<file path="config.mk">
export PLATFORM = sky130hd
export DESIGN_NAME = bcd_display_scan_flat
export DESIGN_NICKNAME = d
export VERILOG_FILES = /design/src/rtl/bcd_display_scan_if.sv /design/src/rtl/bcd_display_scan.sv /design/src/flat_wrapper.sv
export SDC_FILE = /design/constraint.sdc
export NUM_CORES = 1
export LEC_CHECK = 0
export CELL_PAD_IN_SITES_DETAIL_PLACEMENT = 1
export CELL_PAD_IN_SITES_GLOBAL_PLACEMENT = 1
export CORE_MARGIN = 3
export CORE_UTILIZATION = 40
export DETAILED_ROUTE_END_ITERATION = 6
export PLACE_DENSITY_LB_ADDON = 0.1
export SLEW_MARGIN = 20
export SYNTH_ARGS = -nofsm -noshare
export SYNTH_HDL_FRONTEND = slang
export SYNTH_SLANG_ARGS = --single-unit
export TNS_END_PERCENT = 10
</file>
<file path="constraint.sdc">
create_clock -name clk -period 3.8 [get_ports clk]
set_clock_uncertainty 0.15 [all_clocks]
set_input_delay 0.76 -clock clk [delete_from_list [all_inputs] [get_ports clk]]
set_output_delay 0.76 -clock clk [all_outputs]
set_load 0.01 [all_outputs]
</file>
<file path="src/rtl/bcd_display_scan_if.sv">
// Bus bundle between the BCD source and the multiplexed 7-segment driver.
// The master supplies the packed BCD word and controls; the slave returns the display drive.
interface bcd_display_scan_if #(
   parameter int NUM_DIGITS = 2
);
   logic [4*NUM_DIGITS-1:0] bcd_in;
   logic                    bcd_load;
   logic                    lzb_en;
   logic [6:0]              seg;
   logic [NUM_DIGITS-1:0]   an;
   logic                    bcd_err;

   modport master (
      output bcd_in, bcd_load, lzb_en,
      input  seg, an, bcd_err
   );

   modport slave (
      input  bcd_in, bcd_load, lzb_en,
      output seg, an, bcd_err
   );
endinterface

</file>
<file path="src/rtl/bcd_display_scan.sv">
// Multiplexed 7-segment driver: latches a packed BCD word and scans its digits onto an
// active-low segment bus, with inter-digit blanking, leading-zero blanking and an invalid-digit flag.
module bcd_display_scan #(
   parameter int NUM_DIGITS = 2,
   parameter int CLK_DIV    = 50000,
   parameter int BLANK_CYC  = 2
) (
   input logic               clk,
   input logic               rst_n,
   bcd_display_scan_if.slave bus
);
   localparam int IDX_W = (NUM_DIGITS > 1) ? $clog2(NUM_DIGITS) : 1;
   localparam int PW    = $clog2(CLK_DIV);
   localparam int DW    = 4 * NUM_DIGITS;

   function automatic logic [6:0] seg_decode(input logic [3:0] nib);
      logic [6:0] s;
      case (nib)
         4'd0:    s = 7'h40;
         4'd1:    s = 7'h79;
         4'd2:    s = 7'h24;
         4'd3:    s = 7'h30;
         4'd4:    s = 7'h19;
         4'd5:    s = 7'h12;
         4'd6:    s = 7'h02;
         4'd7:    s = 7'h78;
         4'd8:    s = 7'h00;
         4'd9:    s = 7'h10;
         default: s = 7'h3F;
      endcase
      return s;
   endfunction

   logic [DW-1:0]         shadow_q, shadow_d;
   logic [PW-1:0]         presc_q, presc_d;
   logic [PW-1:0]         blank_q, blank_d;
   logic [IDX_W-1:0]      idx_q, idx_d;
   logic [6:0]            seg_q, seg_d;
   logic [NUM_DIGITS-1:0] an_q, an_d;
   logic                  err_q, err_d;
   logic                  tick;
   logic [3:0]            cur_nib;
   logic                  cur_lz;
   logic                  zero_above;

   always_comb begin
      tick       = (presc_q == PW'(CLK_DIV - 1));
      shadow_d   = bus.bcd_load ? bus.bcd_in : shadow_q;
      presc_d    = tick ? '0 : presc_q + PW'(1);
      idx_d      = idx_q;
      blank_d    = '0;
      cur_nib    = '0;
      cur_lz     = 1'b0;
      zero_above = 1'b1;
      err_d      = 1'b0;
      an_d       = '1;

      if (tick) begin
         idx_d = (idx_q == IDX_W'(NUM_DIGITS - 1)) ? '0 : idx_q + IDX_W'(1);
      end

      if (tick) begin
         blank_d = PW'(BLANK_CYC);
      end else if (blank_q != '0) begin
         blank_d = blank_q - PW'(1);
      end

      // Walk from the most significant digit down so zero_above covers nibble i and everything above it.
      for (int i = NUM_DIGITS - 1; i >= 0; i--) begin
         zero_above = zero_above && (shadow_q[4*i +: 4] == 4'd0);
         err_d      = err_d | (shadow_q[4*i +: 4] > 4'd9);
         if (idx_q == IDX_W'(i)) begin
            cur_nib = shadow_q[4*i +: 4];
            cur_lz  = zero_above && (i != 0);
         end
      end

      if (blank_q == '0) begin
         for (int i = 0; i < NUM_DIGITS; i++) begin
            an_d[i] = (idx_q != IDX_W'(i));
         end
      end

      // A suppressed leading zero still gets its anode slot; only the segments go dark.
      seg_d = (bus.lzb_en && cur_lz) ? 7'h7F : seg_decode(cur_nib);
   end

   always_ff @(posedge clk) begin
      if (!rst_n) begin
         shadow_q <= '0;
         presc_q  <= '0;
         blank_q  <= '0;
         idx_q    <= '0;
         seg_q    <= 7'h7F;
         an_q     <= '1;
         err_q    <= 1'b0;
      end else begin
         shadow_q <= shadow_d;
         presc_q  <= presc_d;
         blank_q  <= blank_d;
         idx_q    <= idx_d;
         seg_q    <= seg_d;
         an_q     <= an_d;
         err_q    <= err_d;
      end
   end

   assign bus.seg     = seg_q;
   assign bus.an      = an_q;
   assign bus.bcd_err = err_q;
endmodule

</file>
<file path="src/flat_wrapper.sv">
// flat-port wrapper written by rule: the top's interface ports become plain ports
module bcd_display_scan_flat 
#(
   parameter int NUM_DIGITS = 2,
   parameter int CLK_DIV    = 50000,
   parameter int BLANK_CYC  = 2
)
  (clk, rst_n, bus_bcd_in, bus_bcd_load, bus_lzb_en, bus_seg, bus_an, bus_bcd_err);
  bcd_display_scan_if #(.NUM_DIGITS(NUM_DIGITS)) bus_i ();
  input logic clk;
  input logic rst_n;
  input wire logic [$bits(bus_i.bcd_in)-1:0] bus_bcd_in;
  input wire logic [$bits(bus_i.bcd_load)-1:0] bus_bcd_load;
  input wire logic [$bits(bus_i.lzb_en)-1:0] bus_lzb_en;
  output wire logic [$bits(bus_i.seg)-1:0] bus_seg;
  output wire logic [$bits(bus_i.an)-1:0] bus_an;
  output wire logic [$bits(bus_i.bcd_err)-1:0] bus_bcd_err;
  assign bus_i.bcd_in = bus_bcd_in;
  assign bus_i.bcd_load = bus_bcd_load;
  assign bus_i.lzb_en = bus_lzb_en;
  assign bus_seg = bus_i.seg;
  assign bus_an = bus_i.an;
  assign bus_bcd_err = bus_i.bcd_err;
  bcd_display_scan #(.NUM_DIGITS(NUM_DIGITS), .CLK_DIV(CLK_DIV), .BLANK_CYC(BLANK_CYC)) u_core (.clk(clk), .rst_n(rst_n), .bus(bus_i));
endmodule
</file>
==> results of run 1 <==
[worst max-delay path, cell delays in order]
cell and delay, ns:
clkdlybuf4s50_1 0.51, inv_1 0.22, a21oi_1 0.26, a21boi_1 0.33, o21ai_1 0.15
[flip-flops by register name, summed over array words and instances, names as in the netlist]
signal	count
u_core.blank_q	16
u_core.bus.seg	7
u_core.presc_q	16
u_core.bus.bcd_err	1
u_core.idx_q	1
u_core.bus.an	2
u_core.shadow_q	8
[cells by family (layout without fill, tap and decap cells)]
logic type	after synthesis	after routing
flip-flops	51	51
buffers and inverters	18	40
AND/OR/NAND/NOR	104	104
multiplexers	16	16
AO/OA/AOI/OAI	26	26
XOR/XNOR	23	23
adder cells (fa/ha/maj)	7	7
[per-stage QoR]
step                      worst slack, ns  hold slack (ns)  cells
after floorplan                      2.05            0.287    245
after global placement               1.34            0.316    329
after detailed placement             1.30            0.336    329
after CTS                            1.58            0.357    337
after global routing                 1.41            0.396    337
final                                1.59            0.347    337
[power groups by stage]
stage / logic [mW] / registers [mW] / clock network, mW
floorplan: 0.387 / 0.700 / 0
global placement: 0.481 / 0.712 / 0
detailed placement: 0.489 / 0.715 / 0
CTS: 0.497 / 0.703 / 0.409
global route: 0.560 / 0.716 / 0.435
finish: 0.489 / 0.701 / 0.398
[synthesized netlist by cell type (all sizes together)]
master,count,share of area
o21ai,12,0.026
inv,10,0.016
nand2,8,0.013
clkbuf,3,0.0049
and3,4,0.011
nor3,7,0.018
or4,2,0.0066
or2,1,0.0028
xor2,9,0.035
nor2,44,0.074
mux2,1,0.0049
and4b,1,0.0044
o21bai,2,0.012
nor2b,2,0.0055
ha,7,0.038
nand4,9,0.027
a21boi,2,0.0066
o31ai,1,0.0033
nor4,8,0.035
nand3b,2,0.0066
nor4bb,2,0.0088
or3,2,0.0055
buf,5,0.014
mux2i,15,0.068
nor3b,2,0.0066
xnor2,14,0.054
dfxtp,51,0.45
nand3,10,0.022
a21oi,8,0.018
a41o,1,0.0044
[how the worst max path moves through the flow]
stage / startpoint / to / slack, ns / cells after the start
detailed placement: rst_n / u_core.bus.seg[3] / 1.30 / 5
finish: rst_n / u_core.bus.seg[2] / 1.59 / 5
global placement: rst_n / u_core.bus.seg[0] / 1.34 / 5
CTS: rst_n / u_core.bus.seg[2] / 1.58 / 5
floorplan: rst_n / u_core.blank_q[7] / 2.05 / 6
global route: u_core.blank_q[0] / u_core.bus.an[0] / 1.41 / 6
[layer usage]
metal	wire length, um	global-route usage	vias to the layer above
met5	0	0	-
met4	85	0.0743	0
met3	170	0.0351	7
met2	2270	0.276	29
met1	2440	0.229	852
li1	-	-	887
[layout by cell type (no fill, tap or decap), types with 2 or more instances in the layout]
cell,netlist,layout
a21boi_1,2,2
a21oi_1,8,8
and3_1,4,4
clkbuf_8,0,6
clkdlybuf4s50_1,0,21
dfxtp_1,51,51
ha_1,7,7
inv_1,10,10
mux2i_1,14,14
nand2_1,8,8
nand3_1,10,10
nand3b_1,2,2
nand4_1,8,8
nor2_1,43,43
nor2b_1,2,2
nor3_1,6,6
nor3b_1,2,2
nor4_1,6,6
nor4_4,2,2
nor4bb_1,2,2
o21ai_0,9,9
o21ai_1,3,3
or3_1,2,2
or4_1,2,2
xnor2_1,14,14
xor2_1,9,9
[area by class of cell]
cell class / instances / share of cell area
clock buffers: 6 / 0.0311
flip-flops and latches: 51 / 0.384
multi-input cells: 176 / 0.442
well taps: 70 / 0.0330
clock inverters: 2 / 0.0132
inverters: 10 / 0.0141
repair buffers: 22 / 0.0820
==> metrics.md, run 1 <==
| Metric | Value |
|---|---|
| Post-Route Utilization | 0.501 |
| Design area | 0.00266 mm^2 |
| Run status | finished, final reports clean |
| Post-CTS Setup Inserts | 0 |
| Synth Area per Inst | 9.29 um^2 |
| WP data required | 3.82 ns |
| Synth Area in XOR/XNOR | 0.0885 |
| Mux cell area share after synthesis | 0.0726 |
| Sum Neg Setup Slack | 0 ns |
| R2R cell count | 6 |
| Reg2reg start | u_core.blank_q[0] |
| Critical Path Sink Type | flip-flop |
| Final hold viol count | 0 |
| Worst-skew pair later-pin latency | 0.32 ns |
| Worst-case clock buffer depth | 2 |
| Reg area | 0.00102 mm^2 |
| Die Y | 81.4 um |
| Mapped Nets | 264 |
| Pint | 1.05 mW |
| Total wire length | 4.97 mm |
| Max-cap violation count | 0 |
| Row cnt | 26 |
| Seq pwr share | 0.441 |
| Tmin final | 2.21 ns |
| Post-synthesis compound-gate area fraction | 0.0698 |
| Layout cells sized above 1 | 0.0637 |
| Filler Cell Count | 627 |
| Largest family of logic cells by synthesized area | simple AND/OR/NAND/NOR gates |
| R2R setup slack | 1.71 ns |
| Final worst path period share | 0.582 |
| Area post-placement | 0.00254 mm^2 |
| Crit path arrival time | 2.24 ns |
| Clk root buf | clkbuf_8 |
| Num CTS Buffers | 5 |
| Area of the multi-input gates | 0.00117 mm^2 |
| Pins Over Slew Limit | 0 |
| Leak | 1.03 nW |
| HPWL Detailed | 3.54 mm |
| Post-route ant nets | 0 |
| Finish-stage setup viols | 0 |
| Hold WC Path Type | reg -> reg |
| Max Freq | 0.452 GHz |
| Hold Path Origin | u_core.blank_q[0] |
| Nets | 285 |
| Post-route DRC | 0 |
| Drt first pass iters | 4 |
| Grt total ovfl | 0 |
| Register bit total from synthesis | 51 |
| Input/output buffers | 21 |
| Adder-Cell Fraction of Synth Area | 0.0385 |
| Antenna Cells | 0 |
| Clock Sinks | 51 |
| Distinct cells, synth | 38 |
| Endpoint, Worst Hold | u_core.blank_q[0] |
| Switching portion of total power | 0.339 |
| IO Count | 22 |
| Critical R2R Capture | u_core.bus.an[0] |
| CTS tree | done |
| CP Launch Type | primary input |
| Initial Utilization | 0.429 |
| Initial drt markers | 61 |
| Std-Cell Core Area | 0.00530 mm^2 |
| Die ar. | 0.00663 mm^2 |
| Global-route wire length before repair | 8.83 mm |
| Post-Syn Area | 0.00228 mm^2 |
| YS warnings | 0 |
| Gr usage total | 0.174 |
| Area grow syn2layout | 16.7% |
| Vias in the first global route | 1846 |
| GP Congestion | 0.709 |
| Critical path class | in -> reg |
| Unrepaired setup endpoints after global routing | no |
| Clk pwr share | 0.250 |
| Sequential area share after synthesis | 0.449 |
| Worst hold path depth | 1 |
| WL/cell | 14.8 um |
| Net switching power | 0.538 mW |
| DIE WIDTH | 81.4 um |
| Routed via count | 1775 |
| Logic pwr share | 0.308 |
| Initial antenna violation count | 0 |
| Crit-path max FO | 14 |
| Pwr Total | 1.59 mW |
| Max_slew headroom | 0.594 |
| Synth Instances | 245 |
| Tightest Pin Transition | 0.603 ns |
| Hold buffer count at cts | 0 |
| Pwr Density | 597 mW/mm^2 |
| Post-Synth Simple-Gate Area | 0.247 |
| H-Tree Depth | 2 |
| Largest net degree at the start of global routing | 17 |
| Clock transition at path regs | 0.09 ns |
| Drt via density | 5.27 |
| Resized cells post-CTS | 0 |
| Max VDD drop | 0.227 mV |
No activity file was read; power rests on OpenSTA's default activity.
==> run 2: changes to the inputs <==
- clock period: 3.8 -> 2.2 ns (I/O delays scaled with it)
==> run 2 against run 1 <==
  * Flip-flop and latch count unchanged
  * Global-route usage decreased by 1.6 points
  * Utilization increased by 0.24 points
  * Sequential share of layout area decreased by 0.18 points
  * Critical endpoint is now u_core.bus.seg[4]
  * Register-to-register slack got worse by 1.4 ns
  * Design area increased by 0.47%
  * Combinational power increased by 83%
  * Hold slack got worse by 0.012 ns
  * Highest routed layer unchanged
  * Non-clock buffer count increased by 6
==> metrics.md, run 2 (same netlist as run 1, synthesis figures left out) <==
| Metric | Value |
|---|---|
| Gr usage total | 0.158 (was 0.174) |
| Clk root buf | clkbuf_8 (unchanged) |
| Grt total ovfl | 0 (unchanged) |
| Std-Cell Core Area | 0.00530 mm^2 (unchanged) |
| Hold Slack | 0.335 ns (was 0.347 ns) |
| Reg area | 0.00102 mm^2 (unchanged) |
| Final hold viol count | 0 (unchanged) |
| Worst-skew pair later-pin latency | 0.30 ns (was 0.32 ns) |
| Hold buffer count at cts | 0 (unchanged) |
| Worst setup slack after layout | 0.262 ns (was 1.59 ns) |
| Final cell count without fillers | 343 (was 337) |
| Sum Neg Setup Slack | 0 ns (unchanged) |
| Critical path class | reg -> reg (was in -> reg) |
| DIE WIDTH | 81.4 um (unchanged) |
| Max Freq | 0.516 GHz |
| Placed Instances | 335 (was 329) |
| Layout cells sized above 1 | 0.0806 (was 0.0637) |
| Hold Path Origin | u_core.presc_q[0] (was u_core.blank_q[0]) |
| Initial drt markers | 63 (was 61) |
| Net switching power | 0.916 mW (was 0.538 mW) |
| Nets | 291 (was 285) |
| IO Count | 22 (unchanged) |
| Drt first pass iters | 4 (unchanged) |
| WL/cell | 13.6 um (was 14.8 um) |
| Pint | 1.71 mW (was 1.05 mW) |
| Run status | finished, final reports clean (unchanged) |
| Max VDD drop | 0.419 mV (was 0.227 mV) |
| Input/output buffers | 21 (unchanged) |
| Die ar. | 0.00663 mm^2 (unchanged) |
| Dpl ws | 0.122 ns (was 1.30 ns) |
| Initial antenna violation count | 0 (unchanged) |
| Leak | 1.04 nW (was 1.03 nW) |
| Commonest non-fill, non-tap cell in the layout | dfxtp_1 (unchanged) |
| Global-route wire length before repair | 8.14 mm (was 8.83 mm) |
| Total wire length | 4.65 mm (was 4.97 mm) |
| Worst-case clock buffer depth | 2 (unchanged) |
| H-Tree Depth | 2 (unchanged) |
| Seq pwr share | 0.459 (was 0.441) |
| Resized cells post-CTS | 0 (unchanged) |
| R2R setup slack | 0.26 ns (was 1.71 ns) |
| GP Congestion | 0.776 (was 0.709) |
| Drt via density | 5.10 (was 5.27) |
| Pwr Density | 985 mW/mm^2 (was 597 mW/mm^2) |
| Initial Utilization | 0.429 (unchanged) |
| Final worst path period share | 0.881 |
| WP data required | 2.24 ns (was 3.82 ns) |
| Most frequent cells in the layout | dfxtp_1, nor2_1, clkdlybuf4s50_1 (unchanged) |
| Clock transition at path regs | 0.09 ns (about the same) |
| Crit path arrival time | 1.97 ns (was 2.24 ns) |
| Area grow syn2layout | 17.3% (was 16.7%) |
| Hold WC Path Type | reg -> reg (unchanged) |
| Finish-stage setup viols | 0 (unchanged) |
| Antenna Cells | 0 (unchanged) |
| HPWL Detailed | 3.54 mm (about the same) |
| R2R cell count | 6 (unchanged) |
| Unrepaired setup endpoints after global routing | no (unchanged) |
| Num CTS Buffers | 5 (unchanged) |
| Clock Sinks | 51 (unchanged) |
| Tmin final | 1.94 ns |
| Vias in the first global route | 1772 (was 1846) |
| Pins Over Slew Limit | 0 (unchanged) |
| Max_slew headroom | 0.666 (was 0.594) |
| Area of the multi-input gates | 0.00117 mm^2 (unchanged) |
| Routed via count | 1750 (was 1775) |
| Row cnt | 26 (unchanged) |
| Largest net degree at the start of global routing | 17 (unchanged) |
| Post-CTS Setup Inserts | 0 (unchanged) |
| Max-cap violation count | 0 (unchanged) |
| CTS tree | done (unchanged) |
| Top Registers | u_core.blank_q x16, u_core.presc_q x16, u_core.shadow_q x8 (unchanged) |
| Filler Cell Count | 622 (was 627) |
| Post-route DRC | 0 (unchanged) |
| Post-route ant nets | 0 (unchanged) |
| Critical Path Sink Type | flip-flop (unchanged) |
| Post-Route Utilization | 0.503 (was 0.501) |
| Endpoint, Worst Hold | u_core.presc_q[0] (was u_core.blank_q[0]) |
| Reg2reg start | u_core.idx_q (was u_core.blank_q[0]) |
| Crit-path max FO | 8 (was 14) |
| Switching portion of total power | 0.348 (was 0.339) |
| Logic pwr share | 0.340 (was 0.308) |
| Clk pwr share | 0.201 (was 0.250) |
| Tightest Pin Transition | 0.496 ns (was 0.603 ns) |
| Worst hold path depth | 1 (unchanged) |
| Die Y | 81.4 um (unchanged) |
| CP Launch Type | flip-flop (was primary input) |
| Critical R2R Capture | u_core.bus.seg[4] (was u_core.bus.an[0]) |
==> run 2: changes by cell type in the layout (fill, tap and decap cells not counted), sizes merged <==
cell      before  now
bufinv         1    0
buf            1    7
clkinvlp       0    1
==> run 2: stage by stage <==
step / area (um^2) / power, mW
finish: 2670 / 2.63
global route: 2670 / 2.83
CTS: 2670 / 2.67
detailed placement: 2580 / 2.13
global placement: 2580 / 2.11
floorplan: 2280 / 1.88
==> run 2: metal layers <==
layer	up-vias	GRT usage	wire length, um
li1	895	-	-
met1	827	0.202	2300
met2	23	0.265	2180
met3	5	0.0384	121
met4	0	0.0456	52
met5	-	0	0
==> run 2: how the worst max path moves through the flow <==
stage | startpoint | end | depth (start not counted)
after detailed placement | rst_n | u_core.bus.seg[3] | 5
after CTS | u_core.idx_q | u_core.bus.seg[4] | 6
after global routing | u_core.blank_q[0] | u_core.bus.an[0] | 7
final | u_core.idx_q | u_core.bus.seg[4] | 6
after global placement | rst_n | u_core.bus.seg[0] | 5
after floorplan | u_core.presc_q[0] | u_core.blank_q[7] | 7
==> run 2: critical path: stages, from the launching register on <==
cell and delay (ns):
dfxtp_1 0.55, mux2i_1 0.47, ha_1 0.22, inv_1 0.03, or2_0 0.23, nor2_1 0.09, o21ai_1 0.07
==> run 2: area by class of cell <==
class                   count  area share
flip-flops and latches     51       0.383
repair buffers             28      0.0985
clock buffers               6      0.0272
clock inverters             2     0.00469
well taps                  70      0.0328
inverters                  10      0.0141
multi-input cells         176       0.440
==> run 2: power groups by stage <==
stage / Clock (mW) / Sequential (mW) / Combinational, mW
after detailed placement: 0 / 1.23 / 0.902
final: 0.529 / 1.21 / 0.893
after global placement: 0 / 1.23 / 0.883
after CTS: 0.552 / 1.21 / 0.906
after floorplan: 0 / 1.21 / 0.669
after global routing: 0.588 / 1.23 / 1.01
==> run 3: changes to the inputs <==
- CTS_BUF_LIST: unset -> sky130_fd_sc_hd__clkbuf_8 sky130_fd_sc_hd__clkbuf_16
==> run 3 against run 2 <==
  * Total power down 0.16%
  * Via count did not move
  * Register-to-register slack about the same
  * Critical path type unchanged
  * Largest power group unchanged
==> metrics.md, run 3 (same netlist as run 1, synthesis figures left out) <==
| Metric | Value |
|---|---|
| Std-Cell Core Area | 0.00530 mm^2 (unchanged) |
| Area post-placement | 0.00258 mm^2 (unchanged) |
| Total wire length | 4.65 mm (unchanged) |
| Vias in the first global route | 1772 (unchanged) |
| Pwr Density | 983 mW/mm^2 (was 985 mW/mm^2) |
| Initial Utilization | 0.429 (unchanged) |
| Unrepaired setup endpoints after global routing | no (unchanged) |
| Worst setup slack after layout | 0.262 ns (about the same) |
| Drt via density | 5.10 (unchanged) |
| Critical Path Sink Type | flip-flop (unchanged) |
| Grt total ovfl | 0 (unchanged) |
| Design area | 0.00267 mm^2 (unchanged) |
| Reg2reg start | u_core.idx_q (unchanged) |
| Pins Over Slew Limit | 0 (unchanged) |
| Worst-case clock buffer depth | 2 (unchanged) |
| IO Count | 22 (unchanged) |
| Dpl ws | 0.122 ns (unchanged) |
| Resized cells post-CTS | 0 (unchanged) |
| Num CTS Buffers | 5 (unchanged) |
| Max VDD drop | 0.419 mV (about the same) |
| Tmin final | 1.94 ns (about the same) |
| Global-route wire length before repair | 8.14 mm (unchanged) |
| Initial drt markers | 57 (was 63) |
| WP data required | 2.24 ns (about the same) |
| Gr usage total | 0.158 (unchanged) |
| DIE WIDTH | 81.4 um (unchanged) |
| Finish-stage setup viols | 0 (unchanged) |
| Die Y | 81.4 um (unchanged) |
| Critical path class | reg -> reg (unchanged) |
| Max_slew headroom | 0.663 (was 0.666) |
| Input/output buffers | 21 (unchanged) |
| Clk root buf | clkbuf_8 (unchanged) |
| WL/cell | 13.6 um (unchanged) |
| Max Freq | 0.516 GHz (about the same) |
| Worst Setup SP | u_core.idx_q (unchanged) |
| Run status | finished, final reports clean (unchanged) |
| CTS tree | done (unchanged) |
| H-Tree Depth | 2 (unchanged) |
| CP Launch Type | flip-flop (unchanged) |
| Antenna Cells | 0 (unchanged) |
| Hold Path Origin | u_core.presc_q[0] (unchanged) |
| Slowest Stage Delay on Critical Path | 0.55 ns (about the same) |
| Tightest Pin Transition | 0.500 ns (was 0.496 ns) |
| Row cnt | 26 (unchanged) |
| Final cell count without fillers | 343 (unchanged) |
| Pwr Total | 2.62 mW (was 2.63 mW) |
| CP max stage cell | dfxtp_1 (unchanged) |
| Commonest non-fill, non-tap cell in the layout | dfxtp_1 (unchanged) |
| Sum Neg Setup Slack | 0 ns (unchanged) |
| Clock Sinks | 51 (unchanged) |
| Crit path arrival time | 1.97 ns (about the same) |
| Hold buffer count at cts | 0 (unchanged) |
| Max-cap violation count | 0 (unchanged) |
| Final hold viol count | 0 (unchanged) |
| Drt first pass iters | 4 (unchanged) |
| Largest net degree at the start of global routing | 17 (unchanged) |
| Nets | 291 (unchanged) |
| Die ar. | 0.00663 mm^2 (unchanged) |
| Worst-skew pair later-pin latency | 0.30 ns (about the same) |
| Top Registers | u_core.blank_q x16, u_core.presc_q x16, u_core.shadow_q x8 (unchanged) |
| Layout cells sized above 1 | 0.0806 (unchanged) |
| HPWL Detailed | 3.54 mm (unchanged) |
| Initial antenna violation count | 0 (unchanged) |
| Post-route DRC | 0 (unchanged) |
| Crit-path max FO | 8 (unchanged) |
| Crit path max-delay family | flip-flops (unchanged) |
| Area grow syn2layout | 17.3% (unchanged) |
| Placed Instances | 335 (unchanged) |
| Clock transition at path regs | 0.09 ns (about the same) |
| Final worst path period share | 0.881 (about the same) |
| GP Congestion | 0.776 (unchanged) |
| Routed via count | 1750 (unchanged) |
| Leak | 1.05 nW (was 1.04 nW) |
| Post-CTS Setup Inserts | 0 (unchanged) |
| Most frequent cells in the layout | dfxtp_1, nor2_1, clkdlybuf4s50_1 (unchanged) |
| Hold WC Path Type | reg -> reg (unchanged) |
| Post-route ant nets | 0 (unchanged) |
| Crit path buf inv count | 1 (unchanged) |
| CP Cell Sequence | mux2i_1 -> ha_1 -> inv_1 -> or2_0 -> nor2_1 -> o21ai_1 (unchanged) |
run 3: power breakdown:
group          internal [mW]  switching (mW)  leakage (nW)
Combinational          0.433           0.460         0.582
Clock                  0.218           0.306        0.0453
Sequential              1.06           0.150         0.418
Total                   1.71           0.916          1.05
run 3: layout make-up:
| cell class | count | area (um^2) |
|---|---|---|
| Clock buffer | 5 | 68.8 |
| Clock inverter | 3 | 16.3 |
| Tap cell | 70 | 87.6 |
| Fill cell | 622 | 2630 |
| Timing Repair Buffer | 28 | 263 |
| Multi-Input combinational cell | 176 | 1170 |
| Sequential cell | 51 | 1020 |
| Inverter | 10 | 37.5 |
run 3: worst paths after layout:
check	endpoint	slack (ns)	cells after the start
max reg2reg	u_core.bus.seg[4]	0.26	6
min reg2reg	u_core.presc_q[0]	0.33	1
min	u_core.presc_q[0]	0.33	1
max	u_core.bus.seg[4]	0.26	6
run 3: metrics by stage:
step                      hold WS [ns]  utilization
final                            0.335        0.503
after global routing             0.360        0.503
after global placement           0.306        0.487
after CTS                        0.341        0.503
after detailed placement         0.317        0.487
after floorplan                  0.287            -
run 3: routing by layer:
| metal | up-vias | part of all wire | GRT usage |
|---|---|---|---|
| li1 | 895 | - | - |
| met1 | 827 | 0.49 | 0.202 |
| met2 | 23 | 0.47 | 0.265 |
| met3 | 5 | 0.026 | 0.0384 |
| met4 | 0 | 0.011 | 0.0456 |
| met5 | - | 0 | 0 |
